<file path="src/rtl/uart_cmd_parser.sv">
// -----------------------------------------------------------------------------
// uart_cmd_parser
//
// Parses framed commands from the UART RX byte stream:
//     SYNC, CMD, LEN, PAYLOAD[LEN], CHK    with CHK = CMD ^ LEN ^ payload bytes
// A good frame raises one cmd_pulse strobe together with frame_ok. The buffered
// payload is then streamed out over a valid/ready interface. Bad frames raise
// one error strobe and leave no other trace.
//
// Optional feature macro: UART_CMD_TIMEOUT_EN
//     defined   - an inter-byte timeout aborts a frame stuck in CMD/LEN/PAY/CHK
//     undefined - no timeout counter is built and err_timeout is tied to 0
//
// Ports
//     clk, rst_n         clock, asynchronous active-low reset
//     rx_data/valid      byte stream from the RX FIFO
//     rx_ready           byte accepted on rx_valid & rx_ready (0 while draining)
//     cmd_pulse          one-hot 1-cycle strobe for an accepted command
//     cmd_code           CMD of the last accepted frame (held)
//     frame_ok           1-cycle strobe coincident with cmd_pulse
//     pld_data/valid/    payload stream out; pld_last marks the final byte
//     pld_last/ready
//     err_chk/len/cmd    1-cycle error strobes
//     err_timeout        1-cycle timeout strobe
//     busy               high whenever the parser is not idle
// -----------------------------------------------------------------------------
module uart_cmd_parser #(
    parameter int         NUM_CMD        = 4,
    parameter int         MAX_LEN        = 16,
    parameter logic [7:0] SYNC_BYTE      = 8'hA5,
    parameter int         TIMEOUT_CYCLES = 1000000
) (
    input  logic               clk,
    input  logic               rst_n,
    input  logic [7:0]         rx_data,
    input  logic               rx_valid,
    output logic               rx_ready,
    output logic [NUM_CMD-1:0] cmd_pulse,
    output logic [7:0]         cmd_code,
    output logic               frame_ok,
    output logic [7:0]         pld_data,
    output logic               pld_valid,
    input  logic               pld_ready,
    output logic               pld_last,
    output logic               err_chk,
    output logic               err_len,
    output logic               err_cmd,
    output logic               err_timeout,
    output logic               busy
);

    localparam int PTR_W     = $clog2(MAX_LEN + 1);
    localparam int ADDR_W    = (MAX_LEN > 1) ? $clog2(MAX_LEN) : 1;
    localparam int MEM_DEPTH = 1 << ADDR_W;

    localparam logic [PTR_W-1:0]   PTR_ZERO  = PTR_W'(0);
    localparam logic [PTR_W-1:0]   PTR_ONE   = PTR_W'(1);
    localparam logic [7:0]         MAX_LEN_B = 8'(MAX_LEN);
    localparam logic [8:0]         NUM_CMD_B = 9'(NUM_CMD);
    localparam logic [NUM_CMD-1:0] CMD_ONE   = NUM_CMD'(1);

    typedef enum logic [2:0] {
        ST_IDLE  = 3'd0,
        ST_CMD   = 3'd1,
        ST_LEN   = 3'd2,
        ST_PAY   = 3'd3,
        ST_CHK   = 3'd4,
        ST_DRAIN = 3'd5
    } state_t;

    // Running checksum step: plain XOR fold of one byte.
    function automatic logic [7:0] chk_fold(input logic [7:0] acc, input logic [7:0] data);
        return acc ^ data;
    endfunction

    state_t             state_r,     state_s;
    logic [7:0]         cmd_r,       cmd_s;
    logic [7:0]         len_r,       len_s;
    logic [7:0]         chk_r,       chk_s;
    logic [PTR_W-1:0]   wr_r,        wr_s;
    logic [PTR_W-1:0]   rd_r,        rd_s;
    logic [PTR_W-1:0]   rd_inc_s;
    logic [NUM_CMD-1:0] cmd_pulse_r, cmd_pulse_s;
    logic [7:0]         cmd_code_r,  cmd_code_s;
    logic               frame_ok_r,  frame_ok_s;
    logic [7:0]         pld_data_r,  pld_data_s;
    logic               pld_valid_r, pld_valid_s;
    logic               pld_last_r,  pld_last_s;
    logic               err_chk_r,   err_chk_s;
    logic               err_len_r,   err_len_s;
    logic               err_cmd_r,   err_cmd_s;
    logic               busy_r,      busy_s;
    logic               mem_we_s;
    logic               accept_s;
    logic               rx_ready_s;
    logic               pld_fire_s;

    // Payload storage; deliberately not reset, a byte is only read after it was written in this frame.
    logic [7:0] pay_mem [MEM_DEPTH];

`ifdef UART_CMD_TIMEOUT_EN
    localparam int             TMO_W    = $clog2(TIMEOUT_CYCLES + 1);
    localparam logic [TMO_W-1:0] TMO_LAST = TMO_W'(TIMEOUT_CYCLES - 1);
    localparam logic [TMO_W-1:0] TMO_ZERO = TMO_W'(0);
    localparam logic [TMO_W-1:0] TMO_ONE  = TMO_W'(1);
    logic [TMO_W-1:0] tmo_cnt_r, tmo_cnt_s;
    logic             err_timeout_r, err_timeout_s;
`endif

    // rx_ready is the only output decoded straight from state.
    assign rx_ready_s = (state_r != ST_DRAIN);
    assign accept_s   = rx_valid & rx_ready_s;
    assign pld_fire_s = pld_valid_r & pld_ready;
    assign rd_inc_s   = rd_r + PTR_ONE;

    // Next-state and next-output decode for the frame parser.
    always_comb begin
        state_s     = state_r;
        cmd_s       = cmd_r;
        len_s       = len_r;
        chk_s       = chk_r;
        wr_s        = wr_r;
        rd_s        = rd_r;
        cmd_pulse_s = {NUM_CMD{1'b0}};
        cmd_code_s  = cmd_code_r;
        frame_ok_s  = 1'b0;
        pld_data_s  = pld_data_r;
        pld_valid_s = pld_valid_r;
        pld_last_s  = pld_last_r;
        err_chk_s   = 1'b0;
        err_len_s   = 1'b0;
        err_cmd_s   = 1'b0;
        mem_we_s    = 1'b0;

        case (state_r)
            ST_IDLE: begin
                pld_valid_s = 1'b0;
                if (accept_s && (rx_data == SYNC_BYTE)) begin
                    state_s = ST_CMD;
                    wr_s    = PTR_ZERO;
                    rd_s    = PTR_ZERO;
                end else begin
                    state_s = ST_IDLE;
                end
            end
            ST_CMD: begin
                if (accept_s) begin
                    cmd_s   = rx_data;
                    chk_s   = rx_data;
                    state_s = ST_LEN;
                end else begin
                    state_s = ST_CMD;
                end
            end
            ST_LEN: begin
                if (accept_s) begin
                    if (rx_data > MAX_LEN_B) begin
                        err_len_s = 1'b1;
                        state_s   = ST_IDLE;
                    end else begin
                        len_s   = rx_data;
                        chk_s   = chk_fold(chk_r, rx_data);
                        state_s = (rx_data == 8'd0) ? ST_CHK : ST_PAY;
                    end
                end else begin
                    state_s = ST_LEN;
                end
            end
            ST_PAY: begin
                if (accept_s) begin
                    mem_we_s = 1'b1;
                    chk_s    = chk_fold(chk_r, rx_data);
                    wr_s     = wr_r + PTR_ONE;
                    if (8'(wr_r) == (len_r - 8'd1)) begin
                        state_s = ST_CHK;
                    end else begin
                        state_s = ST_PAY;
                    end
                end else begin
                    state_s = ST_PAY;
                end
            end
            ST_CHK: begin
                if (accept_s) begin
                    if (rx_data != chk_r) begin
                        err_chk_s = 1'b1;
                        state_s   = ST_IDLE;
                    end else if ({1'b0, cmd_r} >= NUM_CMD_B) begin
                        err_cmd_s = 1'b1;
                        state_s   = ST_IDLE;
                    end else begin
                        cmd_pulse_s = CMD_ONE << cmd_r;
                        frame_ok_s  = 1'b1;
                        cmd_code_s  = cmd_r;
                        if (len_r != 8'd0) begin
                            // First payload byte is presented together with the strobe.
                            state_s     = ST_DRAIN;
                            pld_valid_s = 1'b1;
                            pld_data_s  = pay_mem[PTR_ZERO[ADDR_W-1:0]];
                            pld_last_s  = (len_r == 8'd1);
                        end else begin
                            state_s = ST_IDLE;
                        end
                    end
                end else begin
                    state_s = ST_CHK;
                end
            end
            ST_DRAIN: begin
                if (pld_fire_s) begin
                    if (8'(rd_r) == (len_r - 8'd1)) begin
                        state_s     = ST_IDLE;
                        pld_valid_s = 1'b0;
                        pld_last_s  = 1'b0;
                    end else begin
                        rd_s       = rd_inc_s;
                        pld_data_s = pay_mem[rd_inc_s[ADDR_W-1:0]];
                        pld_last_s = (8'(rd_inc_s) == (len_r - 8'd1));
                    end
                end else begin
                    state_s = ST_DRAIN;
                end
            end
            default: begin
                state_s     = ST_IDLE;
                pld_valid_s = 1'b0;
            end
        endcase

`ifdef UART_CMD_TIMEOUT_EN
        err_timeout_s = 1'b0;
        if ((state_r == ST_CMD) || (state_r == ST_LEN) ||
            (state_r == ST_PAY) || (state_r == ST_CHK)) begin
            if (accept_s) begin
                tmo_cnt_s = TMO_ZERO;
            end else if (tmo_cnt_r == TMO_LAST) begin
                tmo_cnt_s     = TMO_ZERO;
                err_timeout_s = 1'b1;
                state_s       = ST_IDLE;
            end else begin
                tmo_cnt_s = tmo_cnt_r + TMO_ONE;
            end
        end else begin
            tmo_cnt_s = TMO_ZERO;
        end
`endif

        busy_s = (state_s != ST_IDLE);
    end

    // State and registered-output update.
    always_ff @(posedge clk or negedge rst_n) begin
        if (!rst_n) begin
            state_r     <= ST_IDLE;
            cmd_r       <= 8'd0;
            len_r       <= 8'd0;
            chk_r       <= 8'd0;
            wr_r        <= PTR_ZERO;
            rd_r        <= PTR_ZERO;
            cmd_pulse_r <= {NUM_CMD{1'b0}};
            cmd_code_r  <= 8'd0;
            frame_ok_r  <= 1'b0;
            pld_data_r  <= 8'd0;
            pld_valid_r <= 1'b0;
            pld_last_r  <= 1'b0;
            err_chk_r   <= 1'b0;
            err_len_r   <= 1'b0;
            err_cmd_r   <= 1'b0;
            busy_r      <= 1'b0;
        end else begin
            state_r     <= state_s;
            cmd_r       <= cmd_s;
            len_r       <= len_s;
            chk_r       <= chk_s;
            wr_r        <= wr_s;
            rd_r        <= rd_s;
            cmd_pulse_r <= cmd_pulse_s;
            cmd_code_r  <= cmd_code_s;
            frame_ok_r  <= frame_ok_s;
            pld_data_r  <= pld_data_s;
            pld_valid_r <= pld_valid_s;
            pld_last_r  <= pld_last_s;
            err_chk_r   <= err_chk_s;
            err_len_r   <= err_len_s;
            err_cmd_r   <= err_cmd_s;
            busy_r      <= busy_s;
        end
    end

    // Payload buffer write port.
    always_ff @(posedge clk) begin
        if (mem_we_s) begin
            pay_mem[wr_r[ADDR_W-1:0]] <= rx_data;
        end
    end

`ifdef UART_CMD_TIMEOUT_EN
    // Inter-byte timeout counter and its strobe.
    always_ff @(posedge clk or negedge rst_n) begin
        if (!rst_n) begin
            tmo_cnt_r     <= TMO_ZERO;
            err_timeout_r <= 1'b0;
        end else begin
            tmo_cnt_r     <= tmo_cnt_s;
            err_timeout_r <= err_timeout_s;
        end
    end
    assign err_timeout = err_timeout_r;
`else
    assign err_timeout = 1'b0;
`endif

    assign rx_ready  = rx_ready_s;
    assign cmd_pulse = cmd_pulse_r;
    assign cmd_code  = cmd_code_r;
    assign frame_ok  = frame_ok_r;
    assign pld_data  = pld_data_r;
    assign pld_valid = pld_valid_r;
    assign pld_last  = pld_last_r;
    assign err_chk   = err_chk_r;
    assign err_len   = err_len_r;
    assign err_cmd   = err_cmd_r;
    assign busy      = busy_r;

endmodule

</file>
<file path="config.mk">
export PLATFORM = sky130hd
export DESIGN_NAME = uart_cmd_parser
export DESIGN_NICKNAME = d
export VERILOG_FILES = /design/src/rtl/uart_cmd_parser.sv
export SDC_FILE = /design/constraint.sdc
export NUM_CORES = 1
export LEC_CHECK = 0
export BUFFER_PORTS_ARGS = -buffer_cell sky130_fd_sc_hd__clkbuf_2
export CAP_MARGIN = 10
export CELL_PAD_IN_SITES_DETAIL_PLACEMENT = 0
export CELL_PAD_IN_SITES_GLOBAL_PLACEMENT = 1
export CORE_ASPECT_RATIO = 0.6
export CORE_MARGIN = 2
export CORE_UTILIZATION = 52
export DETAILED_ROUTE_END_ITERATION = 10
export PLACE_DENSITY = 0.78
export SYNTH_ARGS = -nofsm -noshare
export SYNTH_HDL_FRONTEND = slang
export SYNTH_SLANG_ARGS = --single-unit
</file>
<file path="constraint.sdc">
create_clock -name clk -period 3.24 [get_ports clk]
set_input_delay 0.648 -clock clk [delete_from_list [all_inputs] [get_ports clk]]
set_output_delay 0.648 -clock clk [all_outputs]
set_load 0.005 [all_outputs]
</file>
After elaboration in Yosys (flattened, before gate mapping):

Memories as Yosys holds them, arrays and structs flattened.
Index checks and enable logic that the tools add are counted.

* eq/ne operators: 24
* muxes and demuxes: 68
* add/sub/neg operators: 3
* order comparisons: 2
* bitwise gates (word level): 7
* shift operators: 1
* reduce and logical (&&, ||, !) cells: 19

Operators by type and width (number)
* $mux 8: 10
* $mux 3: 11
* $mux 1: 31
* $eq 5x8->1: 3
* $ne 2x2->1 const B: 12
* $pmux 8 s3: 1
* $mux 5: 4
* $pmux 5 s2: 2
* $pmux 3 s6: 1
* $mux 4: 4
* $pmux 8 s2: 1
* $reduce_and 7->1: 2
* $add 5x1->5 const B: 2
* $eq 8x1->1 const B: 1
* $eq 8x8->1 const B: 1
* $ge 8x3->1 const B: 1
* $gt 8x5->1 const B: 1
* $logic_not 8->1: 1
* $ne 8x8->1: 1
* $reduce_and 4->1: 2
* $reduce_bool 8->1: 1
* $shl 1x8->4 const A: 1
* $sub 8x1->8 const B: 1
* $xor 8x8->8: 1
* 18 further kinds: 28

* register bits: 64
* output and inout bits: 29
* memories: 1
* memory bits (writable): 128
* logic and storage cells: 141

Memory list
* pay_mem: depth 16, bits a word 8, rd ports 2, clocked after Yosys merged registers in 0, wr ports 1, line 99 `logic [7:0] pay_mem [MEM_DEPTH];`

Depth between registers and ports, before layout:

Gate-level depths: netlist of the first run.

* depth after elaboration: 7
* mapped depth: 10
* depth with buffers taken out: 8

Least setup slack after synthesis of the first run:

No wires, ideal clock.

* path kind: in2reg
* start point: in rx_valid
* end point: mem pay_mem[3][0], enable pin
* stages on the path: 5
* arrival: 2.123 ns
* path slack: 0.733 ns
* path buffers: 1
* cell sequence: clkbuf_1 > nand3b_1 > nor2_1 > nand2_1 > nor3_1

* longest elaborated chain between the ends: 5

Ends and longest elaborated chain
* from (decl): line 36 `input logic rx_valid,`
* $and 1x1->1: line 112 `assign accept_s = rx_valid & rx_ready_s;`
* $mux 1: line 170 `if (accept_s) begin`
* $mux 1: line 135 `case (state_r)`
* $mux 1: line 292 `if (mem_we_s) begin`
* $mux 1 (not written as such): line 293 `pay_mem[wr_r[ADDR_W-1:0]] <= rx_data;`
* to (decl): line 99

Every way passes these cells.

Worst setup path after layout of the first run:

* start point: reg len_r[0]
* end point: reg pld_data_r[6], in the netlist pld_data[6]

* longest elaborated chain between the ends: 4
* elaborated cells between the ends (all ways): 6
* those cells by class: add/sub: 1; eq/ne: 3; reduce/logical: 2

Ends and longest elaborated chain
* from (decl): line 78 `logic [7:0] len_r, len_s;`
* from (signal assigned): line 273 `len_r <= len_s;`
* $sub 8x1->8: line 211 `if (8'(rd_r) == (len_r - 8'd1)) begin`
* $eq 5x8->1: line 211
* $ne 2x2->1 (no source line)
* $reduce_and 7->1 (no source line) *
* to (signal assigned): line 280 `pld_data_r <= pld_data_s;`
* to (decl): line 86 `logic [7:0] pld_data_r, pld_data_s;`

Mark *: on every way between the ends. The rest lies on a longest branch, timed or not.
A chain may end at the register's enable or synchronous reset.

==> results of run 1 <==
==> worst max-delay path, cell delays in order (launching register included) <==
cell and delay, ps:
dfrtp_1 470, inv_1 100, ha_1 350, nand2_1 80
or4b_1 500, a31oi_1 300, nand2_1 170, o21ai_4 320
mux2_2 380
==> logic make-up (layout without fill, tap and decap cells) <==
| family | after synthesis | count (layout) | share of synthesized area (%) |
|---|---|---|---|
| other | 1 | 1 | 0.0445 |
| XOR/XNOR | 31 | 31 | 3.61 |
| buffers and inverters | 39 | 115 | 2.03 |
| AO/OA/AOI/OAI | 69 | 69 | 5.59 |
| AND/OR/NAND/NOR | 131 | 131 | 8.40 |
| multiplexers | 80 | 80 | 14.7 |
| adder cells (fa/ha/maj) | 7 | 7 | 1.04 |
| flip-flops | 192 | 192 | 64.6 |
==> sequential cells by signal (all words and copies together), names as in the netlist <==
signal / flops
pld_data: 8
err_cmd: 1
frame_ok: 1
cmd_code: 8
wr_r: 5
err_chk: 1
state_r: 3
rd_r: 5
cmd_pulse: 4
pld_last: 1
pld_valid: 1
chk_r: 8
cmd_r: 8
len_r: 8
pay_mem: 128
err_len: 1
busy: 1
==> power by group through the flow <==
stage	Combinational (mW)	Clock [mW]	Sequential (mW)
3_5_place_dp	0.433	0	2.94
2_1_floorplan	0.289	0	2.88
5_1_grt	0.481	2.39	2.91
6_report	0.434	2.25	2.89
4_1_cts	0.436	2.30	2.89
3_3_place_gp	0.420	0	2.93
==> metal layers <==
layer / track usage, % / wire length, microns
met2: 33.1 / 8230
met4: 6.56 / 226
met1: 36.5 / 9550
met3: 5.18 / 1060
met5: 0 / 0
==> through the flow <==
stage / cells / area, sq um
4_1_cts: 835 / 9670
2_1_floorplan: 550 / 8430
3_3_place_gp: 803 / 9030
3_5_place_dp: 803 / 9030
5_1_grt: 835 / 9670
6_report: 835 / 9670
==> path summary, 6_finish.rpt <==
| path | startpoint | to | slack (ps) | cells after the start |
|---|---|---|---|---|
| max | len_r[0]$_DFFE_PN0P_ | pld_data[6]$_DFFE_PN0P_ | 460 | 8 |
| max reg2reg | len_r[0]$_DFFE_PN0P_ | pld_data[6]$_DFFE_PN0P_ | 460 | 8 |
| min | rst_n | len_r[7]$_DFFE_PN0P_ | 330 | 1 |
| min in group clk | cmd_r[1]$_DFFE_PN0P_ | cmd_pulse[0]$_DFF_PN0_ | 500 | 1 |
| min reg2reg | cmd_r[1]$_DFFE_PN0P_ | cmd_pulse[0]$_DFF_PN0_ | 500 | 1 |
| max in group asynchronous | rst_n | chk_r[5]$_DFFE_PN0P_ | 2020 | 2 |
==> area by class of cell <==
cell class,instances,area [sq um]
fill,1225,6360
clock inverter,14,216
tap,209,262
inverter,9,33.8
sequential,192,5450
multi-input combinational,319,2820
clock buffer,18,429
timing repair buffer,74,470
==> layout by cell type, fill, tap and decap left out, types with 3 or more instances in the layout <==
cell	n
nor2_1	33
nor4_1	3
clkinv_8	3
nand2_1	25
inv_8	3
nand3_1	12
a22oi_1	8
nor3b_1	3
mux4_2	32
nand4_1	6
o31ai_1	9
mux2_2	32
bufinv_16	3
o21ai_0	9
a31oi_1	5
ha_1	7
xor2_1	12
and2_1	4
buf_4	34
mux2i_1	16
inv_1	8
inv_6	4
clkbuf_2	38
edfxtp_1	128
nor2b_1	9
clkbuf_16	17
a21oi_1	20
dfrtp_1	63
xnor2_1	17
nor3_1	11
nand2b_1	6
==> impl_summary.log, run 1 <==
[metrics] vertical extent of the die: 103 microns
[metrics] count of vias placed by the detailed router: 4930
[metrics] clock transition at the register clock pins on the worst setup and hold paths after CTS: 80 ps
[metrics] fraction of power spent switching nets: 24.4%
[metrics] clock tree from TritonCTS: yes
[metrics] layout overhead on the synthesized area: 14.7%
[metrics] ranking of synthesized cells by instance count: edfxtp_1, dfrtp_1, nor2_1, mux2_2, mux4_2
[metrics] worst-case clock buffer depth: 2
[metrics] number of antenna violations at the first check in global routing: 0
[metrics] tightest hold margin: 327 ps
[metrics] number of nets in the layout: 632
[metrics] die area: 17300 sq um
[metrics] overall power after layout: 5.58 mW
[metrics] Post-DP HPWL: 12900 microns
[metrics] number of detailed-routing iterations run before antenna repair: 5
[metrics] run status: finished, final reports clean
[metrics] top cell type by total area after synthesis: edfxtp_1
[metrics] final setup violation count: 0
[metrics] area share of the largest cell type after synthesis: 45.6%
[metrics] post-synthesis average cell area: 15.3 sq um
[metrics] final critical delay including setup and external delays: 2780 ps
[metrics] number of resized instances in the post-cts repair step: 0
[metrics] number of synthesized register bits: 192
[metrics] biggest fanout along the worst timing path: 8
[metrics] Hold Buf Count CTS: 0
[metrics] first-pass GRT wire length: 29200 microns
[metrics] wire length per cell after detailed routing: 22.8 microns
[metrics] part of the power in combinational logic: 7.8%
[metrics] Syn. warnings: 0
[metrics] peak ir drop on the vdd network: 0.000366 V
[metrics] number of diodes added for antenna fixing: 0
[metrics] via count of the first global-routing pass: 4818
[metrics] fraction of registers with async set or reset after synthesis: 33.3%
[metrics] final-report hold violation count: 0
[metrics] P_sw: 1.36 mW
[metrics] CP required: 3550 ps
[metrics] DRC: 0
[metrics] most common cell in the netlist: edfxtp_1
[metrics] number of clock sinks: 192
[metrics] Power Dens Cells: 577 nW/um^2
[metrics] summed negative setup slack over all endpoints: 0 ps
[metrics] fraction of power consumed by the clock network: 40.4%
[metrics] net count after synthesis: 569
[metrics] RD Place Congestion: 0.921
[metrics] worst clock skew: 10.9 ps
[metrics] Die W: 168 microns
[metrics] pin count of the biggest net entering global routing: 39
[metrics] actual transition at the worst max-transition pin: 870 ps
[metrics] share of synthesized area occupied by flip-flops and latches: 64.6%
[metrics] largest cells by area after synthesis: edfxtp_1, dfrtp_1, mux4_2, mux2_2, mux2i_1
[metrics] data arrival at the endpoint of the critical path: 3090 ps
[metrics] Clk Latency, worst-skew pair: 430 ps
[metrics] worst setup path category: reg2reg
[metrics] count of nets left with antenna violations after detail routing: 0
[metrics] clock buffers created by TritonCTS: 17
[metrics] setup repair after global routing missed its margin: false
[metrics] Global Route Usage Sum: 23.4%
[metrics] final max-slew violation count: 0
[metrics] Leakage Power: 3.69 nW
[metrics] area of the mapped netlist: 8430 sq um
[metrics] via count normalized by instance count: 5.90
[metrics] max-capacitance violation count: 0
[metrics] IO Pins: 41
[metrics] final worst setup slack: 458 ps
[metrics] Setup crit start kind: flop
[metrics] IO buf count: 39
[metrics] maximum clock rate: 359 MHz
[metrics] post-CTS setup-driven buffer insertion count: 0
[metrics] total overflow reported by the global router: 0
[metrics] remaining max-slew budget at the tightest pin: 42.0%
[metrics] Initial DRC Count: 463
[metrics] number of enable flip-flop cells after synthesis: 128
[metrics] sort of element at the end of the critical path: flop
[metrics] gate count after technology mapping: 550
[metrics] Initial Utilization: 52.6%
[metrics] class of the tightest hold or removal check: in2async
[metrics] power share of the sequential group: 51.8%
[metrics] Internal Pwr Total: 4.22 mW
[metrics] total number of H-tree levels: 4
[metrics] area of the core region: 16000 sq um
[metrics] Final Cycle Share: 85.9%
[metrics] worst slack at placement: 521 ps
[metrics] final routed wirelength across all metal layers: 19100 microns
[metrics] proportion of layout cells with a drive suffix above 1: 29.2%
[metrics] Netlist cell types: 62
[metrics] Finished Core Util: 60.3%
[metrics] root buffer cell: clkbuf_16
[metrics] count of standard-cell rows: 36
[metrics] most instantiated flip-flop cell in the synthesis netlist: edfxtp_1
Power figures use the tool's default switching activity.
==> run 2: changes to the inputs <==
Settings changed: CELL_PAD_IN_SITES_DETAIL_PLACEMENT 0 to 1, CORE_UTILIZATION 52 to 34, PLACE_DENSITY 0.78 to 0.55.
==> impl_summary.log, run 2 (synthesis gave the netlist of run 1 again) <==
[metrics] count of nets left with antenna violations after detail routing: 0 (unchanged)
[metrics] setup repair after global routing missed its margin: false
[metrics] Clk Latency, worst-skew pair: 440 ps (about the same)
[metrics] Leakage Power: 3.66 nW (-0.91%)
[metrics] Initial DRC Count: 349 (-25%)
[metrics] number of resized instances in the post-cts repair step: 0 (unchanged)
[metrics] worst setup slack for register-to-register paths: 310 ps (-150 ps)
[metrics] Post-DP HPWL: 15000 microns (+16%)
[metrics] Power Dens Cells: 545 nW/um^2 (-5.5%)
[metrics] number of clock sinks: 192 (unchanged)
[metrics] via count of the first global-routing pass: 5206 (+8.1%)
[metrics] clock transition at the register clock pins on the worst setup and hold paths after CTS: 70 ps (about the same)
[metrics] area of the multi-input gates: 2820 sq um (unchanged)
[metrics] class of the tightest hold or removal check: in2async
[metrics] pin count of the biggest net entering global routing: 40 (+2.6%)
[metrics] vertical extent of the die: 126 microns (+23%)
[metrics] remaining max-slew budget at the tightest pin: 64.4% (+22 points)
[metrics] reg2reg end: pld_data[3]$_DFFE_PN0P_
[metrics] wire length per cell after detailed routing: 22.5 microns (-1.3%)
[metrics] RD Place Congestion: 0.797 (-13%)
[metrics] final critical delay including setup and external delays: 2930 ps (+148 ps)
[metrics] total number of H-tree levels: 4 (unchanged)
[metrics] final max-slew violation count: 0 (unchanged)
[metrics] Setup crit start kind: flop
[metrics] sequential standard cell area: 5450 sq um (unchanged)
[metrics] layout overhead on the synthesized area: 15.8%
[metrics] via count normalized by instance count: 5.17 (-13%)
[metrics] area of the core region: 24300 sq um (+51%)
[metrics] max-capacitance violation count: 0 (unchanged)
[metrics] die area: 26100 sq um (+51%)
[metrics] maximum clock rate: 341 MHz (-5.1%)
[metrics] DRC: 0 (unchanged)
[metrics] Largest register FFs: 128 (unchanged)
[metrics] final-report hold violation count: 0 (unchanged)
[metrics] clock tree from TritonCTS: yes
[metrics] most common library cell in the layout ignoring fill and taps: edfxtp_1
[metrics] Global Route Usage Sum: 17.3% (-6.1 points)
[metrics] capture point of the critical path: pld_data[3]$_DFFE_PN0P_
[metrics] peak ir drop on the vdd network: 0.000342 V (-6.7%)
[metrics] biggest fanout along the worst timing path: 8 (unchanged)
[metrics] sort of element at the end of the critical path: flop
[metrics] proportion of layout cells with a drive suffix above 1: 29.8% (+0.56 points)
[metrics] commonest cells after routing, fill and taps aside: edfxtp_1, dfrtp_1, clkbuf_2, buf_4, nor2_1
[metrics] actual transition at the worst max-transition pin: 535 ps (-336 ps)
[metrics] overall power after layout: 5.32 mW (-4.6%)
[metrics] worst setup path category: reg2reg
[metrics] worst reg2reg startpoint: len_r[0]$_DFFE_PN0P_
[metrics] count of standard-cell rows: 44 (+22%)
[metrics] worst-case clock buffer depth: 2 (unchanged)
[metrics] final setup violation count: 0 (unchanged)
[metrics] CP required: 3550 ps (about the same)
[metrics] FF-to-FF path depth: 8 (unchanged)
[metrics] number of detailed-routing iterations run before antenna repair: 5 (unchanged)
[metrics] number of diodes added for antenna fixing: 0 (unchanged)
[metrics] Final Cycle Share: 90.4% (+4.6 points)
[metrics] data arrival at the endpoint of the critical path: 3250 ps (+160 ps)
[metrics] IO Pins: 41 (unchanged)
[metrics] Die W: 207 microns (+23%)
[metrics] number of antenna violations at the first check in global routing: 0 (unchanged)
[metrics] total overflow reported by the global router: 0 (unchanged)
[metrics] number of filler cells placed in the layout: 2477 (+100%)
[metrics] crit path from: len_r[0]$_DFFE_PN0P_
[metrics] post-CTS setup-driven buffer insertion count: 0 (unchanged)
[metrics] Hold Buf Count CTS: 0 (unchanged)
[metrics] first-pass GRT wire length: 33200 microns (+14%)
[metrics] final routed wirelength across all metal layers: 21500 microns (+13%)
[metrics] root buffer cell: clkbuf_16
[metrics] count of vias placed by the detailed router: 4923 (-0.14%)
[metrics] IO buf count: 39 (unchanged)
[metrics] worst clock skew: 9.47 ps (-1.42 ps)
[metrics] Initial Utilization: 34.7% (-18 points)
[metrics] number of nets in the layout: 637 (+0.79%)
[metrics] summed negative setup slack over all endpoints: 0 ps (unchanged)
[metrics] run status: finished, final reports clean
[metrics] clock buffers created by TritonCTS: 17 (unchanged)
[run 2: changes by cell type in the layout (fill, tap and decap cells not counted), sizes merged]
cell,before,now
buf,36,41
bufinv,3,0
clkinvlp,0,5
inv,15,13
clkbuf,56,57
clkinv,5,4
[run 2: how the worst min path moves through the flow]
stage,from,depth (start not counted),end
after floorplan,rst_n,0,busy$_DFF_PN0_
after global placement,cmd_code[3]$_DFFE_PN0P_,1,cmd_code[3]$_DFFE_PN0P_
after detailed placement,rd_r[4]$_DFFE_PN0P_,1,rd_r[4]$_DFFE_PN0P_
after CTS,rst_n,1,len_r[7]$_DFFE_PN0P_
after global routing,rst_n,1,len_r[4]$_DFFE_PN0P_
final,rst_n,1,len_r[4]$_DFFE_PN0P_
[run 2: power by group]
part           switching, mW  internal [mW]  total (mW)
Clock                  0.963           1.01        1.98
Sequential             0.104           2.78        2.89
Combinational          0.278          0.174       0.452
[run 2: layer usage]
metal  up-vias  wire [microns]  global-route usage [%]
met5         -               0                       0
met4         0             151                    4.16
met3        11             930                    3.59
met2        98            9040                    24.1
met1      2581           11400                    27.3
li1       2233               -                       -
[run 2: worst max-delay path: stages (launching register included)]
cell	delay (ps)
dfrtp_1	500
inv_1	100
ha_1	310
nand2_1	80
or4b_1	500
a31oi_1	390
nand2_1	180
o21ai_4	350
mux2_2	400
[run 2: layout make-up]
type | instances | area share [%]
flip-flops and latches | 192 | 55.8
multi-input cells | 319 | 28.8
repair buffers | 79 | 5.33
clock buffers | 19 | 4.53
well taps | 322 | 4.13
clock inverters | 13 | 1.06
inverters | 9 | 0.346
[run 2: per-stage QoR]
stage	cell area, sq um	instances	utilization [%]	hold slack, ps	setup slack (ps)
global placement	9220	921	38.0	483	514
floorplan	8430	550	-	352	733
CTS	9770	953	40.2	67.7	357
global route	9770	953	40.2	81.6	166
detailed placement	9220	921	38.0	490	383
finish	9770	953	40.2	84.6	310
